===== config.mk =====
export PLATFORM = sky130hd
export DESIGN_NAME = sync_fifo_small
export DESIGN_NICKNAME = d
export VERILOG_FILES = /design/src/rtl/sync_fifo_small.sv
export SDC_FILE = /design/constraint.sdc
export NUM_CORES = 1
export LEC_CHECK = 0
export BUFFER_PORTS_ARGS = -buffer_cell sky130_fd_sc_hd__buf_2
export CAP_MARGIN = 20
export CORE_AREA = 2 2 56 42
export CTS_CLUSTER_DIAMETER = 50
export CTS_CLUSTER_SIZE = 24
export DETAILED_ROUTE_END_ITERATION = 6
export DIE_AREA = 0 0 58 44
export GPL_TIMING_DRIVEN = 0
export PLACE_DENSITY = 0.74
export SLEW_MARGIN = 5
export SYNTH_ARGS = -nofsm -noshare
export SYNTH_HDL_FRONTEND = slang
export SYNTH_SLANG_ARGS = --single-unit

===== constraint.sdc =====
create_clock -name CLK -period 2.4 [get_ports CLK]
set_clock_uncertainty 0.2 [all_clocks]
set_input_delay 0.72 -clock CLK [delete_from_list [all_inputs] [get_ports CLK]]
set_output_delay 0.72 -clock CLK [all_outputs]
set_load 0.03 [all_outputs]

===== src/rtl/sync_fifo_small.sv =====
// ============================================================================
//  Module   : sync_fifo_small
//  Brief    : Shallow synchronous FIFO (1 or 2 entries) with registered
//             FULL_N / EMPTY_N handshake flags and a registered head output.
//  Revision : 1.0  initial release
// ============================================================================
`default_nettype none

module sync_fifo_small #(
   parameter int width = 8,
   parameter int depth = 2
) (
   input  logic             CLK,
   input  logic             RST_N,
   input  logic [width-1:0] D_IN,
   input  logic             ENQ,
   input  logic             DEQ,
   input  logic             CLR,
   output logic [width-1:0] D_OUT,
   output logic             FULL_N,
   output logic             EMPTY_N
);

   logic [width-1:0] r_data0;
   logic             r_full_n;
   logic             r_empty_n;
   logic             w_enq;
   logic             w_deq;

   assign w_enq   = ENQ & r_full_n;
   assign w_deq   = DEQ & r_empty_n;
   assign D_OUT   = r_data0;
   assign FULL_N  = r_full_n;
   assign EMPTY_N = r_empty_n;

   generate
      if ((width < 1) || (width > 64)) begin : g_bad_width
         $error("sync_fifo_small: width must be in 1..64");
      end

      if (depth == 1) begin : g_depth1
         // Enq needs empty and deq needs full, so at most one is ever effective.
         always_ff @(posedge CLK) begin
            if (!RST_N) begin
               r_data0   <= '0;
               r_full_n  <= 1'b1;
               r_empty_n <= 1'b0;
            end else if (CLR) begin
               r_full_n  <= 1'b1;
               r_empty_n <= 1'b0;
            end else if (w_enq) begin
               r_data0   <= D_IN;
               r_full_n  <= 1'b0;
               r_empty_n <= 1'b1;
            end else if (w_deq) begin
               r_full_n  <= 1'b1;
               r_empty_n <= 1'b0;
            end
         end
      end else if (depth == 2) begin : g_depth2
         logic [1:0]       r_count;
         logic [1:0]       w_count_nxt;
         logic [width-1:0] r_data1;

         always_comb begin
            w_count_nxt = r_count;
            if (w_enq && !w_deq) begin
               w_count_nxt = r_count + 2'd1;
            end else if (w_deq && !w_enq) begin
               w_count_nxt = r_count - 2'd1;
            end
         end

         always_ff @(posedge CLK) begin
            if (!RST_N) begin
               r_count   <= 2'd0;
               r_data0   <= '0;
               r_data1   <= '0;
               r_full_n  <= 1'b1;
               r_empty_n <= 1'b0;
            end else if (CLR) begin
               r_count   <= 2'd0;
               r_full_n  <= 1'b1;
               r_empty_n <= 1'b0;
            end else begin
               r_count   <= w_count_nxt;
               r_full_n  <= (w_count_nxt != 2'd2);
               r_empty_n <= (w_count_nxt != 2'd0);
               // Head reloads from D_IN when empty or on enq+deq at one entry,
               // and shifts from the tail when a full FIFO is dequeued.
               if (w_enq && ((r_count == 2'd0) || w_deq)) begin
                  r_data0 <= D_IN;
               end else if (w_deq && (r_count == 2'd2)) begin
                  r_data0 <= r_data1;
               end
               if (w_enq && !w_deq && (r_count == 2'd1)) begin
                  r_data1 <= D_IN;
               end
            end
         end
      end else begin : g_bad_depth
         $error("sync_fifo_small: depth must be 1 or 2");
      end
   endgenerate

`ifndef SYNTHESIS
   always @(posedge CLK) begin
      if (RST_N && !CLR) begin
         if (ENQ && !r_full_n) begin
            $warning("%m: ENQ while full ignored");
         end
         if (DEQ && !r_empty_n) begin
            $warning("%m: DEQ while empty ignored");
         end
      end
   end
`endif

endmodule

`default_nettype wire


-- Yosys cells after proc, flatten, opt, wreduce, memory -nomap -nowiden
Index checks and enable logic that the tools add are counted.
- register bits: 20
- word-level logic and storage cells: 32
- $add $sub $neg: 2
- equal/unequal tests: 3
- multiplexer cells: 4
- bitwise operators: 4
- reductions and logical operators: 14
- operator list (operator ; count):
    8-bit 2-to-1 mux ; 2
    1-bit logical AND ; 5
    2-bit 2-to-1 mux ; 2
    2-bit AND reduction ; 2
    2-bit nonzero test ; 2
    2-bit by 1-bit adder with 2-bit output (second input constant) ; 1
    1-bit AND ; 2
    2-bit by 1-bit == test with 1-bit output (second input constant) ; 1
    2-bit == test (second input constant) ; 1
    1-bit zero test ; 2
    2-bit zero test ; 1
    2-bit inequality test (second input constant) ; 1
    1-bit NOT ; 2
    2-bit OR reduction ; 1
    2-bit by 1-bit subtractor with 2-bit output (second input constant) ; 1
    1-bit logical OR ; 1

-- Longest topological paths before layout
Gate-level depths: netlist of run 1.
- word-level depth: 6
- mapped depth: 8

-- Least setup slack after synthesis of run 1
OpenSTA, ideal clock, no wires.
- path type: in2reg
- from: input port ENQ
- to: register r_data0[6] (netlist: D_OUT[6])
- arrival: 1572 ps
- required time: 2077 ps
- path slack: 505 ps
- cell stages on the path: 6
- cells stage by stage: nand2_2 > or3_1 > buf_6 > buf_6 > nor2_1 > a211oi_2
- longest elaborated chain between the ends: 4
- elaborated cells on any way between the ends: 5
- classes of those cells: mux: 1; bitwise: 1; reduce/logical: 3
- ends and longest elaborated chain (element ; line ; RTL):
    start, declared ; 16 ; input logic ENQ,
    1-bit AND * ; 30 ; assign w_enq = ENQ & r_full_n;
    1-bit logical AND * ; 91 ; if (w_enq && ((r_count == 2'd0) || w_deq)) begin
    2-bit nonzero test (no source line) ; - ;
    2-bit AND reduction (no source line) ; - ;
    end signal, assigned ; 94 ; r_data0 <= r_data1;
    end, declared ; 24 ; logic [width-1:0] r_data0;
Mark *: on every way between the ends. The rest lies on a longest branch, timed or not.
A chain may end at the register's enable or synchronous reset.

-- Worst setup path in the final report of run 1
- from: input port DEQ
- to: register g_depth2.r_data1[0]
- longest elaborated chain between the ends: 5
- ends and longest elaborated chain (element ; line ; RTL):
    start, declared ; 17 ; input logic DEQ,
    1-bit AND ; 31 ; assign w_deq = DEQ & r_empty_n;
    1-bit zero test ; 96 ; if (w_enq && !w_deq && (r_count == 2'd1)) begin
    1-bit logical AND (2 in series) ; 96 ;
    2-bit AND reduction (no source line) ; - ;
    end signal, assigned ; 78 ; r_data1 <= '0;
    end signal, assigned ; 97 ; r_data1 <= D_IN;
    end, declared ; 63 ; logic [width-1:0] r_data1;
Every way passes these cells.

==> flow_metrics.env, run 1 <==
export IMPL_initial_core_util_pct=48.2
export IMPL_dr_wl_met2_um=996
export IMPL_holdBufCountCts=0
export IMPL_critical_path_class="in -> reg"
export IMPL_start_kind="input port"
export IMPL_yosysUniqueCellTypes=25
export IMPL_ys_ff_latch=20
export IMPL_clk_pin_slew_ns=0.11
export IMPL_final_core_util_pct=56.9
export IMPL_cellPowerDensity_nw_per_um2=581
export IMPL_drcViolationCount=0
export IMPL_yosys_top_cells_area="dfxtp_1, a211oi_2, mux2i_1"
export IMPL_fin_setup_tns_ns=0
export IMPL_top_layer_used="met4"
export IMPL_dieWidth_um=58
export IMPL_internal_power_uw=489
export IMPL_dieArea_sq_um=2550
export IMPL_rows=14
export IMPL_yosys_top_cells_count="dfxtp_1, nor2_1, o21ai_0"
export IMPL_wl_per_cell_um=12.6
export IMPL_worstPathRequired_ns=2.40
export IMPL_hpwl_um=1540
export IMPL_ys_flop_type="dfxtp_1"
export IMPL_netlist_area_sq_um=980
export IMPL_ant_nets=0
export IMPL_synth_edf_count=0
export IMPL_synthCells=103
export IMPL_crit_path_start="DEQ"
export IMPL_rsz0062_at_grt="false"
export IMPL_clkPwrFrac_pct=28.7
export IMPL_drt_iter0_markers=15
export IMPL_slowest_delay_ns=0.30
export IMPL_hold_worst_slack_ns=0.328
export IMPL_yosysMostFrequentCell="dfxtp_1"
export IMPL_synthesis_nets=119
export IMPL_fin_crit_sh_pct=77.3
export IMPL_r2r_start="g_depth2.r_count[0]"
export IMPL_path_max_fanout=8
export IMPL_cts_max_path_buffers=2
export IMPL_max_slew_margin_rel_pct=62.0
export IMPL_final_setup_worst_slack_ns=0.544
export IMPL_slew_violations=0
export IMPL_antenna_cells=0
export IMPL_p_sw_share_pct=27.2
export IMPL_p_switching_uw=183
export IMPL_via_per_inst=5.44
export IMPL_ys_seq_area_share_pct=40.9
export IMPL_clk_latency_ns=0.30
export IMPL_place_ws_ns=0.226
export IMPL_h_tree_depth=1
export IMPL_cp_num_buf_inv=2
export IMPL_tightest_slew_ns=0.568
export IMPL_cp_arrival_ns=1.86
export IMPL_status="complete, no violations"
export IMPL_setup_violations_final=0
export IMPL_cts_setup_buffers=0
export IMPL_peakVddDrop_uv=366
export IMPL_core_area_sq_um=2030
export IMPL_dieHeight_um=44
export IMPL_drt_first_pass_iters=4
export IMPL_fmax_mhz=539
export IMPL_p_leak_nw=0.453
export IMPL_first_global_vias=772
export IMPL_io_pins=23
export IMPL_grt_max_degree=12
export IMPL_cts_resized_gates=0
export IMPL_routabilityCongestion=0.840
export IMPL_drive_above_1_share_pct=31.0
export IMPL_synth_top_area_share_pct=40.9
export IMPL_hold_viol=0
export IMPL_nNetsFinal=146
export IMPL_period_needed_ns=1.86
export IMPL_cts_tree="done"
export IMPL_antenna_found_initial=0
export IMPL_synthArstFlopShare_pct=0
export IMPL_min_from="g_depth2.r_data1[4]"
export IMPL_ys_warn_count=0
export IMPL_avgSynthCellArea_sq_um=9.51
export IMPL_m1WireLength_um=811
export IMPL_hold_class="reg -> reg"
export IMPL_clock_root_buffer="clkbuf_4"
export IMPL_path_cells="buf_2, and2_4, nor4b_1, buf_4, mux2i_1, nor2b_1"
export IMPL_grtUsageTotal_pct=17.0
export IMPL_vias=833
export IMPL_route_met3_wl_um=92
export IMPL_crit_family="simple AND/OR/NAND/NOR gates"
export IMPL_slowest_stage="nor4b_1"
export IMPL_port_buffers=22
export IMPL_crit_path_end_kind="register"
export IMPL_p_seq_share_pct=53.0
export IMPL_cts_buffers=3
export IMPL_synth_area_leader_cell="dfxtp_1"
export IMPL_grt_pass1_wl_um=3220
export IMPL_cts_sinks=20
export IMPL_grt_ovfl_total=0
export IMPL_wirelength_um=1930
export IMPL_area_delta_synth_final_pct=18.0
export IMPL_combPwrFrac_pct=18.4
export IMPL_max_cap_violations=0
tightest hold or removal path: cells and delay by family (launching register included):
family           cells  cell delay (ns)
DFF                  1             0.34
muxes                1             0.06
and+or+nand+nor      1             0.10
through the flow:
stage	cell area [sq um]	std cells	total power, mW
after floorplan	980	103	0.450
after global placement	1120	149	0.483
after detailed placement	1120	149	0.488
after CTS	1160	153	0.680
after global routing	1160	153	0.706
final	1160	153	0.672
layout make-up:
type | instances | area (sq um)
clock buffer | 4 | 36.3
fill | 187 | 876
timing repair buffer | 22 | 110
tap | 24 | 30.0
inverter | 2 | 7.51
buffer | 4 | 33.8
multi-input combinational | 77 | 538
sequential | 20 | 400
flip-flops by register name, summed over array words and instances, names as in the netlist:
name and count:
D_OUT 8, g_depth2.r_data1 8, g_depth2.r_count 2, EMPTY_N 1, FULL_N 1
worst paths after layout:
check                              to  slack [ns]  cells after the start
setup / recovery  g_depth2.r_data1[0]        0.54                      6
hold / removal    g_depth2.r_data1[4]        0.33                      2
setup reg to reg             D_OUT[7]        0.59                      8
hold reg to reg   g_depth2.r_data1[4]        0.33                      2
power groups by stage:
stage               clock network [mW]  logic (mW)  registers (mW)
detailed placement                   0       0.124           0.364
finish                           0.193       0.123           0.356
global placement                     0       0.120           0.363
CTS                              0.199       0.124           0.356
floorplan                            0      0.0637           0.386
global route                     0.214       0.134           0.358
cells by family (layout without fill, tap and decap cells):
| family | after synthesis | after routing | synth area share, % |
|---|---|---|---|
| buf+inv | 6 | 32 | 4.21 |
| mux | 9 | 9 | 9.20 |
| fa+ha+maj | 3 | 3 | 3.83 |
| flops | 20 | 20 | 40.9 |
| compound gates | 25 | 25 | 20.3 |
| simple gates | 40 | 40 | 21.6 |
cells in the final DEF (no fill, tap or decap), drive strengths merged:
cell	count
o211ai	1
nand4b	1
nor4b	1
o41ai	1
nor2b	9
a211oi	8
buf	25
mux2i	9
and2	1
dfxtp	20
o21ai	10
inv	2
or3	2
and3	2
a21oi	3
a211o	1
clkbuf	5
ha	3
o22a	1
nand2	4
nor3b	1
nand3	2
nor2	17
per-layer routing:
| metal | up-vias | global-route usage [%] |
|---|---|---|
| met3 | 5 | 5.97 |
| li1 | 418 | - |
| met2 | 20 | 29.8 |
| met5 | - | 0 |
| met4 | 0 | 6.98 |
| met1 | 390 | 18.9 |
Power figures use the tool's default switching activity.
==> run 2, diff against run 1 <==
==> constraint.sdc (replaced) <==
create_clock -name CLK -period 1.87 [get_ports CLK]
set_clock_uncertainty 0.2 [all_clocks]
set_input_delay 0.561 -clock CLK [delete_from_list [all_inputs] [get_ports CLK]]
set_output_delay 0.561 -clock CLK [all_outputs]
set_load 0.03 [all_outputs]
==> run 2 against run 1 <==
  * Core utilization up 0.55 points
  * Sequential power up 28%
  * Combinational power up 30%
==> flow_metrics.env, run 2 (synthesized netlist as in run 1, its figures left out) <==
export IMPL_dieHeight_um=44
export IMPL_p_total_uw=866
export IMPL_rsz0062_at_grt="false"
export IMPL_cts_buffers=3
export IMPL_h_tree_depth=1
export IMPL_period_needed_ns=1.74
export IMPL_tightest_slew_ns=0.392
export IMPL_holdBufCountCts=0
export IMPL_drive_above_1_share_pct=33.3
export IMPL_clock_root_buffer="clkbuf_4"
export IMPL_p_switching_uw=237
export IMPL_cts_sinks=20
export IMPL_crit_family="simple AND/OR/NAND/NOR gates"
export IMPL_cp_num_buf_inv=3
export IMPL_dpl_cell_area_sq_um=1120
export IMPL_path_max_fanout=10
export IMPL_initial_core_util_pct=48.2
export IMPL_rows=14
export IMPL_r2r_end="D_OUT[6]"
export IMPL_grt_max_degree=12
export IMPL_hold_class="reg -> reg"
export IMPL_reg2reg_slack_ns=0.13
export IMPL_cts_tree="done"
export IMPL_ant_nets=0
export IMPL_max_slew_margin_rel_pct=73.8
export IMPL_fin_crit_sh_pct=93.2
export IMPL_nNetsFinal=146
export IMPL_via_per_inst=5.37
export IMPL_max_cap_violations=0
export IMPL_mostFrequentLayoutCells="buf_2, dfxtp_1, nor2_1, o21ai_0"
export IMPL_cp_arrival_ns=1.74
export IMPL_grt_ovfl_total=0
export IMPL_drt_first_pass_iters=3
export IMPL_p_sw_share_pct=27.3
export IMPL_status="complete, no violations"
export IMPL_wl_per_cell_um=12.5
export IMPL_drt_iter0_markers=12
export IMPL_setup_violations_final=0
export IMPL_grt_pass1_wl_um=3220
export IMPL_io_pins=23
export IMPL_first_global_vias=772
export IMPL_slew_violations=0
export IMPL_area_delta_synth_final_pct=19.2
export IMPL_wirelength_um=1920
export IMPL_clk_pin_slew_ns=0.11
export IMPL_slowest_stage="dfxtp_2"
export IMPL_peakVddDrop_uv=470
export IMPL_min_from="g_depth2.r_count[0]"
export IMPL_cts_max_path_buffers=2
export IMPL_dieArea_sq_um=2550
export IMPL_hold_end="EMPTY_N"
export IMPL_combPwrFrac_pct=18.5
export IMPL_internal_power_uw=629
export IMPL_dieWidth_um=58
export IMPL_crit_top_cell="buf_6"
export IMPL_hold_depth=1
export IMPL_start_kind="register"
export IMPL_antenna_cells=0
export IMPL_worstPathRequired_ns=1.87
export IMPL_design_area_sq_um=1170
export IMPL_p_leak_nw=0.463
export IMPL_routabilityCongestion=0.840
export IMPL_final_core_util_pct=57.5
export IMPL_worstRegToRegCells=8
export IMPL_grtUsageTotal_pct=17.0
export IMPL_clk_latency_ns=0.30
export IMPL_cellPowerDensity_nw_per_um2=742
export IMPL_r2r_start="g_depth2.r_count[1]"
export IMPL_antenna_found_initial=0
export IMPL_final_common_cell="buf_2"
export IMPL_drcViolationCount=0
export IMPL_port_buffers=22
export IMPL_fmax_mhz=574
export IMPL_hpwl_um=1540
export IMPL_vias=821
export IMPL_crit_path_end_kind="register"
export IMPL_slowest_delay_ns=0.36
export IMPL_hold_viol=0
export IMPL_path_cells="inv_1, ha_1, a21oi_1, or3_1, buf_6, buf_6, nor2_1, a211oi_2"
export IMPL_core_area_sq_um=2030
export IMPL_clkPwrFrac_pct=28.7
export IMPL_critical_path_class="reg -> reg"
export IMPL_p_seq_share_pct=52.8
-- run 2: cell counts in the layout (fill, tap and decap cells not counted) --
Identical to the previous run, type by type.
-- run 2: cell type report --
| type | instances | area [sq um] |
|---|---|---|
| well taps | 24 | 30.0 |
| fillers | 187 | 865 |
| clock buffers | 4 | 36.3 |
| repair buffers | 22 | 110 |
| multi-input cells | 77 | 547 |
| inverters | 2 | 7.51 |
| plain buffers | 4 | 33.8 |
| flip-flops and latches | 20 | 403 |
-- run 2: routing by layer --
metal	part of all wire (%)	vias up	track usage, %	wire length [um]
met5	0	-	0	0
met4	0.99	0	6.98	19
met3	4.3	2	5.97	82
met2	52	13	29.8	996
met1	43	389	18.9	820
li1	-	417	-	-
-- run 2: through the flow --
stage | setup slack [ns] | cells | TNS [ns] | hold WS, ns
3_3_place_gp | -0.0743 | 149 | -0.603 | 0.291
3_5_place_dp | -0.145 | 149 | -1.16 | 0.301
5_1_grt | 0.0260 | 153 | 0 | 0.326
2_1_floorplan | 0.107 | 103 | 0 | 0.277
6_report | 0.127 | 153 | 0 | 0.303
4_1_cts | 0.0702 | 153 | 0 | 0.328
-- run 2: worst max-delay path by stage --
stage / start / endpoint / slack (ns) / cells past startpoint
final: g_depth2.r_count[1] / D_OUT[6] / 0.13 / 8
after CTS: g_depth2.r_count[0] / D_OUT[7] / 0.07 / 8
after detailed placement: DEQ / g_depth2.r_data1[0] / -0.15 / 6
after floorplan: FULL_N / D_OUT[6] / 0.11 / 6
after global routing: g_depth2.r_count[1] / D_OUT[3] / 0.03 / 7
after global placement: DEQ / g_depth2.r_data1[0] / -0.07 / 6
-- run 2: repair_timing --
| item | in CTS | in global routing |
|---|---|---|
| buffers inserted | 0 | 0 |
| setup endpoints to repair | 0 | 8 |
| gates resized for setup | 0 | 4 |
-- run 2: power by group through the flow --
| stage | Clock (mW) | Combinational (mW) | Sequential [mW] |
|---|---|---|---|
| 2_1_floorplan | 0 | 0.0817 | 0.495 |
| 6_report | 0.249 | 0.160 | 0.457 |
| 4_1_cts | 0.255 | 0.159 | 0.457 |
| 5_1_grt | 0.275 | 0.173 | 0.460 |
| 3_5_place_dp | 0 | 0.159 | 0.467 |
| 3_3_place_gp | 0 | 0.155 | 0.466 |
==> run 3, diff against run 2 <==
--- a/config.mk
+++ b/config.mk
@@ -7,11 +7,11 @@
 export LEC_CHECK = 0
 export BUFFER_PORTS_ARGS = -buffer_cell sky130_fd_sc_hd__buf_2
 export CAP_MARGIN = 20
-export CORE_AREA = 2 2 56 42
+export CORE_AREA = 2 2 47 49
 export CTS_CLUSTER_DIAMETER = 50
 export CTS_CLUSTER_SIZE = 24
 export DETAILED_ROUTE_END_ITERATION = 6
-export DIE_AREA = 0 0 58 44
+export DIE_AREA = 0 0 49 51
 export GPL_TIMING_DRIVEN = 0
 export PLACE_DENSITY = 0.74
 export SLEW_MARGIN = 5
==> run 3 against run 2 <==
  * Power fell by 7.6%
  * Combinational power fell by 3%
  * Count of clock-buffer cells in the layout fell by 1
  * Largest cell class unchanged
  * Hold slack got worse by 0.0047 ns
  * Maximum frequency fell by 0.43%
  * Via count fell by 3.5%
  * Largest power group unchanged
  * Non-clock buffer count did not move
  * Die area fell by 2.1%
  * Sequential power barely moved
  * Cell count rose by 2.0%
  * Worst setup slack got worse by 0.0076 ns
==> flow_metrics.env, run 3 (synthesized netlist as in run 1, its figures left out) <==
export IMPL_status="complete, no violations"
export IMPL_fin_setup_tns_ns=0
export IMPL_cts_max_path_buffers=2
export IMPL_slew_violations=0
export IMPL_fmax_mhz=571
export IMPL_peakVddDrop_uv=342
export IMPL_drt_iter0_markers=6
export IMPL_start_kind="register"
export IMPL_clock_root_buffer="clkbuf_4"
export IMPL_wl_per_cell_um=10.7
export IMPL_path_max_fanout=10
export IMPL_clk_pin_slew_ns=0.10
export IMPL_drive_above_1_share_pct=31.3
export IMPL_vias=792
export IMPL_worstPathRequired_ns=1.84
export IMPL_period_needed_ns=1.75
export IMPL_holdBufCountCts=0
export IMPL_drcViolationCount=0
export IMPL_cts_sinks=20
export IMPL_cts_buffers=3
export IMPL_core_area_sq_um=2060
export IMPL_h_tree_depth=1
export IMPL_final_common_cell="buf_2"
export IMPL_initial_core_util_pct=47.5
export IMPL_cellPowerDensity_nw_per_um2=697
export IMPL_rsz0062_at_grt="false"
export IMPL_dieArea_sq_um=2500
export IMPL_max_slew_margin_rel_pct=67.4
export IMPL_io_pins=23
export IMPL_grt_ovfl_total=0
export IMPL_p_leak_nw=0.447
export IMPL_wirelength_um=1670
export IMPL_tightest_slew_ns=0.487
export IMPL_crit_path_end_kind="register"
export IMPL_mostFrequentLayoutCells="buf_2, dfxtp_1, nor2_1, o21ai_0"
export IMPL_via_per_inst=5.08
export IMPL_setup_violations_final=0
export IMPL_cts_tree="done"
export IMPL_critical_path_class="reg -> reg"
export IMPL_placed_cells=153
export IMPL_first_global_vias=710
export IMPL_cp_arrival_ns=1.72
export IMPL_max_cap_violations=0
export IMPL_rows=17
export IMPL_ant_nets=0
export IMPL_fin_crit_sh_pct=93.6
export IMPL_hold_class="reg -> reg"
export IMPL_dieHeight_um=51
export IMPL_area_delta_synth_final_pct=17.2
export IMPL_fin_cells=156
export IMPL_antenna_cells=0
export IMPL_grt_max_degree=11
export IMPL_nNetsFinal=146
export IMPL_port_buffers=22
export IMPL_hold_viol=0
export IMPL_hpwl_um=1370
export IMPL_dieWidth_um=49
export IMPL_clk_latency_ns=0.28
export IMPL_grtUsageTotal_pct=14.8
export IMPL_drt_first_pass_iters=4
export IMPL_grt_pass1_wl_um=2930
export IMPL_antenna_found_initial=0
export IMPL_routabilityCongestion=0.785
==> run 3: metal layers <==
layer | share of wire [%] | up-vias | global-route usage, %
met5 | 0 | - | 0
met4 | 0.96 | 0 | 5.71
met3 | 2.7 | 2 | 2.63
met2 | 51 | 11 | 27.6
met1 | 45 | 361 | 16.8
li1 | - | 418 | -
==> run 3: final cells by class <==
class	instances	area, sq um
buffer	4	33.8
clock buffer	3	22.5
fill	198	915
inverter	2	7.51
multi-input combinational	77	538
sequential	20	402
tap	28	35.0
timing repair buffer	22	110
==> run 3: critical path, stage by stage, from the launching register on <==
cell	delay, ns
dfxtp_1	0.36
inv_1	0.11
ha_1	0.16
a21oi_1	0.04
or3_1	0.32
buf_6	0.14
buf_6	0.14
nor2_1	0.11
a211oi_2	0.06
==> run 3: worst paths after layout <==
path              slack, ns           startpoint  depth (start not counted)       end
setup / recovery       0.12  g_depth2.r_count[1]                          8  D_OUT[7]
hold / removal         0.30  g_depth2.r_count[0]                          1   EMPTY_N
setup reg to reg       0.12  g_depth2.r_count[1]                          8  D_OUT[7]
hold reg to reg        0.30  g_depth2.r_count[0]                          1   EMPTY_N
==> run 3: timing repair <==
action                     in CTS  in global routing
setup endpoints to repair       0                  1
buffers inserted                0                  0
resized for setup               0                  1
==> run 3: power breakdown <==
group	total, mW	internal (mW)	switching (mW)	leakage [nW]
sequential	0.457	0.446	0.0112	0.164
clock	0.188	0.0746	0.113	0.0138
combinational	0.155	0.0641	0.0912	0.269
total	0.800	0.584	0.216	0.447
==> run 3: stage by stage <==
step	setup WS (ns)	utilization, %	cell area (sq um)	hold WS [ns]	power [mW]
2_1_floorplan	0.107	-	980	0.277	0.577
3_3_place_gp	-0.0691	54.5	1120	0.290	0.619
3_5_place_dp	-0.117	54.5	1120	0.305	0.623
4_1_cts	0.107	55.6	1150	0.330	0.812
5_1_grt	0.00505	55.7	1150	0.335	0.848
6_report	0.119	55.7	1150	0.298	0.800
